### config.mk
export PLATFORM = sky130hd
export DESIGN_NAME = param_reg_file
export DESIGN_NICKNAME = d
export VERILOG_FILES = /design/src/rtl/param_reg_file.sv
export SDC_FILE = /design/constraint.sdc
export NUM_CORES = 1
export LEC_CHECK = 0
export CAP_MARGIN = 20
export CORE_ASPECT_RATIO = 0.6
export CORE_MARGIN = 2
export CORE_UTILIZATION = 26
export DETAILED_ROUTE_END_ITERATION = 16
export GPL_TIMING_DRIVEN = 0
export PLACE_DENSITY_LB_ADDON = 0.05
export SLEW_MARGIN = 20
export SYNTH_ARGS = -nofsm -noshare
export SYNTH_HDL_FRONTEND = slang
export SYNTH_SLANG_ARGS = --single-unit
export TNS_END_PERCENT = 100
### constraint.sdc
create_clock -name clk_i -period 6.36 [get_ports clk_i]
set_clock_uncertainty 0.2 [all_clocks]
set_input_delay 1.272 -clock clk_i [delete_from_list [all_inputs] [get_ports clk_i]]
set_output_delay 1.272 -clock clk_i [all_outputs]
set_load 0.05 [all_outputs]
### src/rtl/param_reg_file.sv
// -----------------------------------------------------------------------------
// param_reg_file
//   Parametrised register file with two read ports and one write port for the
//   CPU datapath. A clear sequencer zeroes the array one entry per clock after
//   reset, or when a clear is requested. Because of this the storage itself has
//   no reset. Reads are combinational. An optional write-through bypass and an
//   optional hard-wired zero register are available.
//
// Parameters
//   WIDTH     data width in bits
//   DEPTH     number of entries (>= 2, any value)
//   BYPASS    1: a read of the entry being written returns din_i this cycle
//   ZERO_REG  1: entry 0 reads as 0 and writes to it are discarded
//
// Ports
//   clk_i      rising-edge clock
//   rst_ni     asynchronous active-low reset (restarts the clear sweep)
//   din_i      write data
//   adrw_i     write address
//   rf_wr_i    write enable
//   adrx_i     read address, port X
//   adry_i     read address, port Y
//   clr_i      clear-sweep request (level, sampled on clk_i)
//   dx_out_o   read data, port X (combinational, 0 while busy)
//   dy_out_o   read data, port Y (combinational, 0 while busy)
//   busy_o     high while the clear sweep runs
//   wr_drop_o  registered one-cycle pulse: the previous cycle's write was discarded
// -----------------------------------------------------------------------------
module param_reg_file #(
    parameter  int WIDTH    = 8,
    parameter  int DEPTH    = 32,
    parameter  int BYPASS   = 1,
    parameter  int ZERO_REG = 0,
    localparam int AW       = $clog2(DEPTH)
) (
    input  logic             clk_i,
    input  logic             rst_ni,
    input  logic [WIDTH-1:0] din_i,
    input  logic [AW-1:0]    adrw_i,
    input  logic             rf_wr_i,
    input  logic [AW-1:0]    adrx_i,
    input  logic [AW-1:0]    adry_i,
    input  logic             clr_i,
    output logic [WIDTH-1:0] dx_out_o,
    output logic [WIDTH-1:0] dy_out_o,
    output logic             busy_o,
    output logic             wr_drop_o
);

    typedef enum logic {
        SWEEP = 1'b0,
        READY = 1'b1
    } state_t;

    // Depth is held one bit wider than an address, so the range check also
    // works when DEPTH is a power of two.
    localparam logic [AW:0]   DEPTH_X  = (AW + 1)'(DEPTH);
    localparam logic [AW-1:0] LAST_PTR = AW'(DEPTH - 1);

    state_t           state_q, state_d;
    logic [AW-1:0]    ptr_q, ptr_d;
    logic             wr_drop_q, wr_drop_d;
    logic             busy_s;
    logic             wr_ok_s;
    logic [WIDTH-1:0] dx_s, dy_s;
    logic [WIDTH-1:0] ram_q [DEPTH];

    function automatic logic addr_in_range(input logic [AW-1:0] a);
        return ({1'b0, a} < DEPTH_X);
    endfunction

    function automatic logic addr_is_zero_reg(input logic [AW-1:0] a);
        return (ZERO_REG != 0) && (a == {AW{1'b0}});
    endfunction

    assign busy_s    = (state_q == SWEEP);
    assign busy_o    = busy_s;
    assign wr_drop_o = wr_drop_q;
    assign dx_out_o  = dx_s;
    assign dy_out_o  = dy_s;

    // Write acceptance: a write is taken only when ready, in range, and not aimed at the zero register.
    always_comb begin
        wr_ok_s   = 1'b0;
        wr_drop_d = 1'b0;
        if (rf_wr_i) begin
            if (!busy_s && addr_in_range(adrw_i) && !addr_is_zero_reg(adrw_i)) begin
                wr_ok_s = 1'b1;
            end else begin
                wr_drop_d = 1'b1;
            end
        end else begin
            wr_ok_s   = 1'b0;
            wr_drop_d = 1'b0;
        end
    end

    // Next-state logic for the clear sequencer.
    always_comb begin
        state_d = state_q;
        ptr_d   = ptr_q;
        case (state_q)
            SWEEP: begin
                if (ptr_q == LAST_PTR) begin
                    state_d = READY;
                    ptr_d   = {AW{1'b0}};
                end else begin
                    ptr_d   = ptr_q + AW'(1);
                end
            end
            READY: begin
                if (clr_i) begin
                    state_d = SWEEP;
                    ptr_d   = {AW{1'b0}};
                end else begin
                    state_d = READY;
                end
            end
            default: begin
                state_d = SWEEP;
                ptr_d   = {AW{1'b0}};
            end
        endcase
    end

    // Sequencer state, sweep pointer and drop pulse; reset restarts the sweep.
    always_ff @(posedge clk_i or negedge rst_ni) begin
        if (!rst_ni) begin
            state_q   <= SWEEP;
            ptr_q     <= {AW{1'b0}};
            wr_drop_q <= 1'b0;
        end else begin
            state_q   <= state_d;
            ptr_q     <= ptr_d;
            wr_drop_q <= wr_drop_d;
        end
    end

    // Storage array: the sweep writes zeros, otherwise accepted writes land here.
    always_ff @(posedge clk_i) begin
        if (busy_s) begin
            ram_q[ptr_q] <= {WIDTH{1'b0}};
        end else if (wr_ok_s) begin
            ram_q[adrw_i] <= din_i;
        end
    end

    // Read port X: output is forced to 0 while busy, when out of range and for the zero register.
    always_comb begin
        dx_s = {WIDTH{1'b0}};
        if (busy_s || !addr_in_range(adrx_i) || addr_is_zero_reg(adrx_i)) begin
            dx_s = {WIDTH{1'b0}};
        end else if ((BYPASS != 0) && wr_ok_s && (adrx_i == adrw_i)) begin
            dx_s = din_i;
        end else begin
            dx_s = ram_q[adrx_i];
        end
    end

    // Read port Y: same rules as port X.
    always_comb begin
        dy_s = {WIDTH{1'b0}};
        if (busy_s || !addr_in_range(adry_i) || addr_is_zero_reg(adry_i)) begin
            dy_s = {WIDTH{1'b0}};
        end else if ((BYPASS != 0) && wr_ok_s && (adry_i == adrw_i)) begin
            dy_s = din_i;
        end else begin
            dy_s = ram_q[adry_i];
        end
    end

endmodule

==> results of run 1 <==
[cells by family (layout without fill, tap and decap cells)]
family	count (synthesis)	count (layout)	share of synthesized area
AOI/OAI and AO/OA	238	238	0.117
xor gates and xnor gates	11	11	0.00733
adders and majority gates	2	2	0.00190
buffers and inverters	75	178	0.0360
DFF	263	263	0.598
muxes	259	259	0.197
other	0	1	0
and+or+nand+nor	109	109	0.0424
[area by class of cell]
class                   instances  area share
plain buffers                  74      0.0301
flip-flops and latches        263       0.502
clock inverters                20      0.0125
clock buffers                  31      0.0469
multi-input cells             619       0.316
diodes                          1    0.000160
repair buffers                 52      0.0397
well taps                     650      0.0520
inverters                       1    0.000240
[critical path, stage by stage]
cell,delay [ns]
clkdlybuf4s50_1,0.74
nor2_1,0.20
clkbuf_1,0.51
a22oi_2,0.51
a21oi_1,0.17
or4_1,0.56
a21oi_1,0.36
dlygate4sd2_1,0.59
[power groups by stage]
stage	clock [uW]	combinational [uW]	sequential, uW
6_report	1710	1170	2250
4_1_cts	1750	1170	2240
5_1_grt	1810	1230	2270
2_1_floorplan	0	611	2240
3_3_place_gp	0	1110	2280
3_5_place_dp	0	1160	2280
[through the flow]
stage               cell area, um2  power [uW]  hold slack, ns  setup TNS, ns  utilization
global placement             14400        3400           0.469          -3.68        0.289
global route                 15600        5310           0.509              0        0.315
detailed placement           14600        3440           0.481          -3.57        0.294
CTS                          15600        5160           0.489              0        0.315
floorplan                    13100        2850           0.300              0            -
finish                       15700        5130           0.479        -0.0393        0.315
[cells in the mapped netlist (all sizes together)]
library cell / count / area (um2)
mux2i: 257 / 2570
edfxtp: 256 / 7690
a22oi: 128 / 961
a21oi: 82 / 410
clkbuf: 43 / 169
nor2: 40 / 150
buf: 31 / 300
o21ai: 21 / 105
nand2: 16 / 60.1
or4: 16 / 120
and3: 9 / 56.3
dfrtp: 7 / 175
nand2b: 6 / 37.5
nor2b: 6 / 37.5
xor2: 6 / 52.6
nand3: 5 / 25.0
xnor2: 5 / 43.8
a31oi: 2 / 12.5
and2: 2 / 12.5
ha: 2 / 25.0
mux2: 2 / 22.5
nand3b: 2 / 15.0
nor3: 2 / 10.0
nor4: 2 / 12.5
o2bb2ai: 2 / 17.5
or2: 2 / 12.5
a22o: 1 / 8.76
a32oi: 1 / 8.76
inv: 1 / 3.75
nor3b: 1 / 7.51
o31ai: 1 / 7.51
[state kept, by name (all words and copies together) (netlist names)]
| signal | flops |
|---|---|
| state_q | 1 |
| ram_q | 256 |
| wr_drop_o | 1 |
| ptr_q | 5 |
[placed cells by master (no fill, tap or decap), types with 8 or more instances in the layout]
master,instances
and3_2,8
nor2_1,40
a21oi_1,81
buf_4,8
edfxtp_1,256
dlygate4sd2_1,10
clkinv_2,9
clkbuf_1,42
o21ai_0,21
clkdlybuf4s50_1,26
nand2_1,16
clkbuf_16,29
a22oi_2,22
a22oi_1,106
or4_1,16
mux2i_1,257
buf_6,18
[how the worst min path moves through the flow]
stage | end | slack (ns) | cells after the start
6_report | ptr_q[4]$_DFFE_PN0P_ | 0.48 | 2
5_1_grt | ptr_q[4]$_DFFE_PN0P_ | 0.51 | 2
4_1_cts | ptr_q[4]$_DFFE_PN0P_ | 0.49 | 2
3_5_place_dp | ptr_q[4]$_DFFE_PN0P_ | 0.48 | 2
3_3_place_gp | ptr_q[4]$_DFFE_PN0P_ | 0.47 | 2
2_1_floorplan | ptr_q[2]$_DFFE_PN0P_ | 0.30 | 1
[layer usage]
| layer | part of all wire | global-route usage | vias up |
|---|---|---|---|
| li1 | - | - | 3958 |
| met1 | 0.51 | 0.346 | 4803 |
| met2 | 0.40 | 0.311 | 343 |
| met3 | 0.065 | 0.0390 | 56 |
| met4 | 0.021 | 0.0470 | 2 |
| met5 | 0.0011 | 0.00938 | - |
[what timing repair did]
item | CTS | global route
buffers inserted | 0 | 0
setup endpoints to repair | 14 | 3
gates resized for setup | 43 | 4
==> results.md, run 1 <==
- Fin nets: 1068
- Final setup violation count: 1
- Worst slew pin tran: 1.09 ns
- RSZ-0062 raised after global routing: false
- Maximum resistive drop on vdd: 0.159 mV
- GR Overflow Total: 0
- Core outline area: 49700 um2
- Int Power: 3460 uW
- Setup slack, reg-to-reg: 3.07 ns
- Number of ports placed on the die boundary: 45
- Total standard cell area after synthesis: 13100 um2
- Die Outline Area: 52400 um2
- Number of placed instances, taps included: 1659
- DRC violation count after routing: 0
- Number of antenna violations at the first check in global routing: 6
- Sink count of the clock tree: 263
- Sort of element at the start of the critical path: input pin
- Hpwl dp: 43700 um
- Part of the power in registers: 0.438
- Fraction of final layout cells sized beyond drive strength 1: 0.120
- TritonRoute pass-1 iters: 8
- Cts bufs inserted: 28
- Critical path capture point type: output port
- Crit path from: adry_i[1]
- Timing endpoint of the critical path: dy_out_o[0]
- Failing checks: negative setup slack
- Syn Area/Cell: 13.7 um2
- Final Max Tran Viols: 0
- Count of unique library cells instantiated by Yosys: 36
- Wire length of the first global-routing pass: 77200 um
- Multi-input logic area: 4950 um2
- Total Wirelength: 58000 um
- Power density relative to cell area: 328 nW/um2
- Clock slew at reported path FFs: 0.06 ns
- Floorplan die height: 178 um
- Pin count of the biggest net entering global routing: 33
- Num rows: 63
- Flops & latches, synth: 263
- Share of total power in combinational logic: 0.228
- Launch instance of the worst register-to-register path: state_q$_DFF_PN0_
- Cell count after synthesis: 957
- Worst slack after detailed placement: -0.502 ns
- Max Buffers Root-to-Sink: 3
- Switch share: 0.325
- Data required time at the worst endpoint: 4.89 ns
- Worst path setup slack after routing: -0.0393 ns
- Area taken by flip-flops and latches: 7860 um2
- Global-route total usage across every layer: 0.221
- Leakage power: 0.00570 uW
- Share of power burned in the clock network: 0.334
- Post-DR wirelength/cell: 33.9 um
- Min cycle time layout: 6.40 ns
- Result of the run: complete, but fails checks
- R2r worst-path depth: 6
- Remaining max-slew budget at the tightest pin: 0.271
- Remaining antenna violation count: 0
- HP Start: ptr_q[4]$_DFFE_PN0P_
- Filler Cell Count: 4943
- Net count of the mapped netlist: 986
- Power dissipated by switching net loads: 1670 uW
- Classification of the worst-slack hold path: reg -> reg
- Sequential element share of the synthesized area: 0.598
- Max cap viols: 0
- Number of buffers inserted for hold repair after clock tree synthesis: 0
- Weighted congestion at the end of routability-driven global placement: 0.962
- Synth warnings: 0
- TritonCTS clock tree: built
- Category of the critical setup timing path: in -> out
- Crit path arrival time: 4.93 ns
- Worst-path fanout max: 10
- Fraction of the cycle the final worst path needs: 1.01
- Endpoint of the worst-slack reg-to-reg timing path: ram_q[3][7]$_DFFE_PP_
- Via/cell ratio: 5.35
- Clock latency of the later-clocked register in the worst-skew pair: 0.57 ns
- Floorplan die width: 294 um
- Final Hold Fails: 0
- Number of vias in the routed layout: 9162
- Area growth from synthesis to layout: 19.1%
- Non-filler instance count after layout: 1711
- Input/output buffers: 42
- Starting utilization of the core area: 0.265
- Initial detailed-routing violation count: 1036
- Vias in the first global route: 8757
- FMAX: 0.156 GHz
- Maximum level of the CTS H-tree: 1
- CTS Root Cell: clkbuf_16
(Power assumes the default switching activity.)
==> run 2: changes to the inputs <==
--- a/config.mk
+++ b/config.mk
@@ -10,7 +10,6 @@
 export CORE_MARGIN = 2
 export CORE_UTILIZATION = 26
 export DETAILED_ROUTE_END_ITERATION = 16
-export GPL_TIMING_DRIVEN = 0
 export PLACE_DENSITY_LB_ADDON = 0.05
 export SLEW_MARGIN = 20
 export SYNTH_ARGS = -nofsm -noshare
==> run 2 against run 1 <==
- the flow now finishes without violations
- largest cell class unchanged
- cell count fell by 2.1%
- wire length fell by 12%
- sequential share of layout area grew 0.73 points
- power fell by 0.36%
- hold slack worse by 0.028 ns
- combinational power shrank 5%
- via count down 4.8%
- highest routed layer is now met4
- design area is 1.4% lower
- die area unchanged
- global-route usage fell by 2.8 points
==> results.md, run 2 (synthesized netlist as in run 1, its figures left out) <==
- Global-route total usage across every layer: 0.193
- Fraction of the cycle the final worst path needs: 0.936
- Maximum level of the CTS H-tree: 1
- Max reg flops: 256
- Number of buffers inserted for hold repair after clock tree synthesis: 0
- Fin nets: 1029
- Final Hold Fails: 0
- Power density relative to cell area: 332 nW/um2
- Most frequent cells in the layout: mux2i_1, edfxtp_1, a22oi_1
- GR Overflow Total: 0
- Num rows: 63
- Top Registers: ram_q x256, ptr_q x5
- Crit path arrival time: 4.48 ns
- Non-filler instance count after layout: 1675
- Register containing the most flip-flops in the final layout: ram_q
- Initial detailed-routing violation count: 740
- Clock slew at reported path FFs: 0.06 ns
- Critical path capture point type: output port
- Remaining antenna violation count: 0
- Post-DR wirelength/cell: 30.3 um
- FMAX: 0.168 GHz
- Hpwl dp: 35700 um
- Weighted congestion at the end of routability-driven global placement: 0.878
- Vias in the first global route: 8271
- Via/cell ratio: 5.21
- Worst slack after detailed placement: 0.494 ns
- Sort of element at the start of the critical path: input pin
- Cts bufs inserted: 28
- Fraction of final layout cells sized beyond drive strength 1: 0.117
- Input/output buffers: 44
- Maximum resistive drop on vdd: 0.184 mV
- Category of the critical setup timing path: in -> out
- Floorplan die height: 178 um
- Final setup violation count: 0
- TritonRoute pass-1 iters: 5
- TritonCTS clock tree: built
- Setup fix buffers added after clock tree synthesis: 0
- Worst path setup slack after routing: 0.406 ns
- Area growth from synthesis to layout: 17.4%
- Final Max Tran Viols: 0
- DRC violation count after routing: 0
- Max cap viols: 0
- Clock latency of the later-clocked register in the worst-skew pair: 0.57 ns
- Floorplan die width: 294 um
- Most common library cell in the layout ignoring fill and taps: mux2i_1
- Number of antenna violations at the first check in global routing: 2
- Number of placed instances, taps included: 1619
- Classification of the worst-slack hold path: reg -> reg
- Result of the run: finished, final reports clean
- Max Buffers Root-to-Sink: 3
- Wire length of the first global-routing pass: 70000 um
- Sink count of the clock tree: 263
- Number of ports placed on the die boundary: 45
- Total Wirelength: 50800 um
- Min cycle time layout: 5.95 ns
- Worst-path fanout max: 16
- CTS Root Cell: clkbuf_16
- Number of instances resized during post-cts repair: 0
- Setup TNS Final: 0 ns
- Remaining max-slew budget at the tightest pin: 0.243
- Number of vias in the routed layout: 8723
- Final-layout worst hold slack: 0.451 ns
- Data required time at the worst endpoint: 4.89 ns
- Leakage power: 0.00562 uW
- Pin count of the biggest net entering global routing: 37
- Core outline area: 49700 um2
- Starting utilization of the core area: 0.265
- RSZ-0062 raised after global routing: false
- Worst slew pin tran: 1.13 ns
- Die Outline Area: 52400 um2
run 2: changes by cell type in the layout (fill, tap and decap cells not counted), sizes merged:
cell           change
clkinv             -3
dlygate4sd2       -10
clkbuf            -39
bufinv             +1
buf               +18
clkdlybuf4s15      -4
dlymetal6s2s       -2
clkinvlp           +1
diode              +2
run 2: metrics by stage:
stage / instance area (um2) / total power, uW / util
5_1_grt: 15400 / 5310 / 0.311
3_3_place_gp: 14400 / 3400 / 0.291
2_1_floorplan: 13100 / 2850 / -
3_5_place_dp: 14500 / 3390 / 0.291
4_1_cts: 15400 / 5160 / 0.310
6_report: 15400 / 5120 / 0.311
run 2: report_power, final:
part | internal (uW) | switching, uW
registers | 2140 | 102
logic | 339 | 774
clock network | 1030 | 731
run 2: final cells by class:
type,count,area [um2]
Fill cell,4927,34200
Sequential cell,263,7860
Multi-Input combinational cell,619,4840
Timing Repair Buffer,87,943
Tap cell,650,813
Clock buffer,33,741
Clock inverter,19,215
Antenna cell,3,7.51
Inverter,1,3.75
run 2: final timing paths:
check | from | endpoint | slack (ns) | depth (start not counted)
worst min register to register | ptr_q[2]$_DFFE_PN0P_ | ptr_q[2]$_DFFE_PN0P_ | 0.45 | 1
max in group asynchronous | rst_ni | ptr_q[2]$_DFFE_PN0P_ | 4.92 | 1
min in group asynchronous | rst_ni | wr_drop_o$_DFF_PN0_ | 0.78 | 1
worst max register to register | state_q$_DFF_PN0_ | ram_q[24][3]$_DFFE_PP_ | 2.99 | 5
worst max-delay path | rf_wr_i | dy_out_o[0] | 0.41 | 7
worst min-delay path | ptr_q[2]$_DFFE_PN0P_ | ptr_q[2]$_DFFE_PN0P_ | 0.45 | 1
run 2: layer usage:
metal | up-vias | GRT usage | share of wire
met4 | 0 | 0.0440 | 0.023
met1 | 4500 | 0.310 | 0.53
li1 | 3897 | - | -
met3 | 60 | 0.0427 | 0.067
met2 | 266 | 0.256 | 0.38
met5 | - | 0 | 0
run 2: critical path, cell delays in order:
cell             delay (ns)
clkdlybuf4s50_1        0.89
nand2_1                0.44
nor4_1                 0.37
nand3_1                0.61
o21ai_0                0.46
a21oi_1                0.18
buf_12                 0.25
==> RTL change: new RTL, settings of run 2 <==
Put a register stage on the outputs `dx_out_o`, `dy_out_o` and `busy_o`. The values now appear one clock later. The other outputs are not delayed to match. Comments in the files are not updated.
--- a/src/rtl/param_reg_file.sv
+++ b/src/rtl/param_reg_file.sv
@@ -74,10 +74,12 @@
     endfunction
 
     assign busy_s    = (state_q == SWEEP);
-    assign busy_o    = busy_s;
+    always_ff @(posedge clk_i) begin
+        dx_out_o <= dx_s;
+        dy_out_o <= dy_s;
+        busy_o   <= busy_s;
+    end
     assign wr_drop_o = wr_drop_q;
-    assign dx_out_o  = dx_s;
-    assign dy_out_o  = dy_s;
 
     // Write acceptance: a write is taken only when ready, in range, and not aimed at the zero register.
     always_comb begin
Behaviour: same outputs for any inputs over 10 cycles, from zero or initial values and one cycle with rst_ni low; that may be too few to reach the edited logic, so the function may still have changed.
==> RTL change against run 2 <==
  * Worst setup slack gained 2100 ps
  * Critical endpoint is now ram_q[30][7]
  * Routed wire length shrank 6.1%
  * Die area grew 0.19%
  * Area after synthesis increased by 0.19%
  * Synthesized cell count is 19% lower
  * Power up 3.2%
  * Critical path type is now primary input to flip-flop
  * Cell count down 10%
  * Global-route usage is 0.86 points lower
  * Sequential cell count up 17
  * Cell area down 0.31%
==> RTL change: results (changes against run 2) <==
Run status - completed (unchanged)
Post-synth top cells - edfxtp_1, mux4_2, nor2_1 (was mux2i_1, edfxtp_1, a22oi_1)
CTS root buf - clkbuf_16 (unchanged)
Largest regs - ram_q x256, dx_out_o x8, dy_out_o x8 (was ram_q x256, ptr_q x5)
Critical Path Fanout Max - 12 (was 16)
GRT Util Overall - 18.5% (was 19.3%)
Hold Path Origin - ptr_q[4] (was ptr_q[2])
Area leader, netlist - edfxtp_1 (unchanged)
Layout cell share with drive strength beyond 1 - 24.8% (was 11.7%)
Reg2Reg Launch Point - state_q (unchanged)
Synth area leaders - edfxtp_1, mux4_2, dfxtp_1 (was edfxtp_1, mux2i_1, a22oi_1)
PortBufs - 44 (unchanged)
CP startpoint kind - primary input (unchanged)
Routability cong. - 0.814 (was 0.878)
Nets@finish - 859 (was 1,029)
Syn Nets - 805 (was 986)
Total CTS buffers - 31 (was 28)
Share of synthesized registers carrying an async set or reset - 2.50% (was 2.66%)
Leakage power - 4.95 nW (was 5.62 nW)
Routed Antenna Nets - 0 (unchanged)
Syn. warnings - 0 (unchanged)
CTS Buffer Depth - 3 (unchanged)
Routed WL per cell - 31.7 um (was 30.3 um)
Detail Placement HPWL - 33,500 um (was 35,700 um)
Vias in the first global route - 8,241 (was 8,271)
Clk Latency, worst-skew pair - 590 ps (was 570 ps)
TritonRoute pass-1 iters - 4 (was 5)
Resized cells post-CTS - 0 (unchanged)
Yosys cell types - 59 (was 36)
Sequential-to-total area share from yosys stat - 62.3% (was 59.8%)
Fillcell total - 4,846 (was 4,927)
1st-iter DRT viols - 782 (was 740)
# diodes - 0 (was 3)
WP data arrival - 3900 ps (was 4480 ps)
Vias per Instance - 5.42 (was 5.21)
Crit path from - rf_wr_i (unchanged)
Clock-pin slew on the worst setup and hold paths - 60 ps (about the same)
Post-synth EDFFs - 256 (unchanged)
Hold Path Class - flip-flop to flip-flop (unchanged)
Post-CTS Setup Inserts - 0 (unchanged)
Initial antenna violation count - 2 (unchanged)
First-pass GRT wire length - 67,200 um (was 70,000 um)
VDD IR max - 0.183 mV (was 0.184 mV)
Largest net degree at the start of global routing - 47 (was 37)
Slew @ Worst Pin - 1080 ps (was 1130 ps)
Htree depth - 1 (unchanged)
RTL change: power by group:
group          switching [W]  total, W  leakage [nW]  internal, W
logic               0.000707   0.00108          1.86     0.000376
clock network       0.000784   0.00182         0.482      0.00103
registers           0.000132   0.00238          2.61      0.00225
total                0.00162   0.00528          4.95      0.00366
RTL change: layout make-up:
cell class	instances	area, um2	share of cell area, %
clock buffer	40	820	5.33
clock inverter	18	175	1.14
inverter	14	52.6	0.342
multi-input combinational	429	4640	30.2
sequential	280	8200	53.3
tap	650	813	5.29
timing repair buffer	74	678	4.41
RTL change: final timing paths:
| path | slack (ps) | cells past startpoint | end |
|---|---|---|---|
| setup / recovery | 2460 | 5 | ram_q[30][7] |
| hold / removal | 380 | 2 | ptr_q[4] |
| setup reg to reg | 2830 | 6 | ram_q[14][3] |
| min in group asynchronous | 780 | 1 | ptr_q[3] |
| hold reg to reg | 380 | 2 | ptr_q[4] |
| max in group asynchronous | 4910 | 1 | ptr_q[4] |
RTL change: stage by stage:
step / area [um2] / instances / worst slack (ps) / utilization [%]
finish: 15400 / 1505 / 2460 / 31.0
global route: 15400 / 1505 / 2320 / 31.0
CTS: 15400 / 1504 / 2470 / 30.9
detailed placement: 14400 / 1446 / 1860 / 28.9
global placement: 14300 / 1444 / 1730 / 28.8
floorplan: 13200 / 776 / 3200 / -
RTL change: critical path, cell delays in order:
cell and delay, ps:
clkdlybuf4s50_1 760, nand3_1 240, and2_0 300, or3_1 510, nor2_1 820
RTL change: metal layers:
metal / wire length (um) / vias to the layer above / track usage, %
met1: 23900 / 4416 / 28.8
met5: 0 / - / 0
met3: 3260 / 60 / 3.94
met4: 957 / 0 / 3.66
met2: 19600 / 324 / 26.2
li1: - / 3354 / -
RTL change: cell families after synthesis:
logic type	share of synthesized area, %
AOI/OAI and AO/OA	6.54
and+or+nand+nor	6.01
DFF	62.3
muxes	21.7
adders and majority gates	0.190
xor gates and xnor gates	0.665
buffers and inverters	2.59
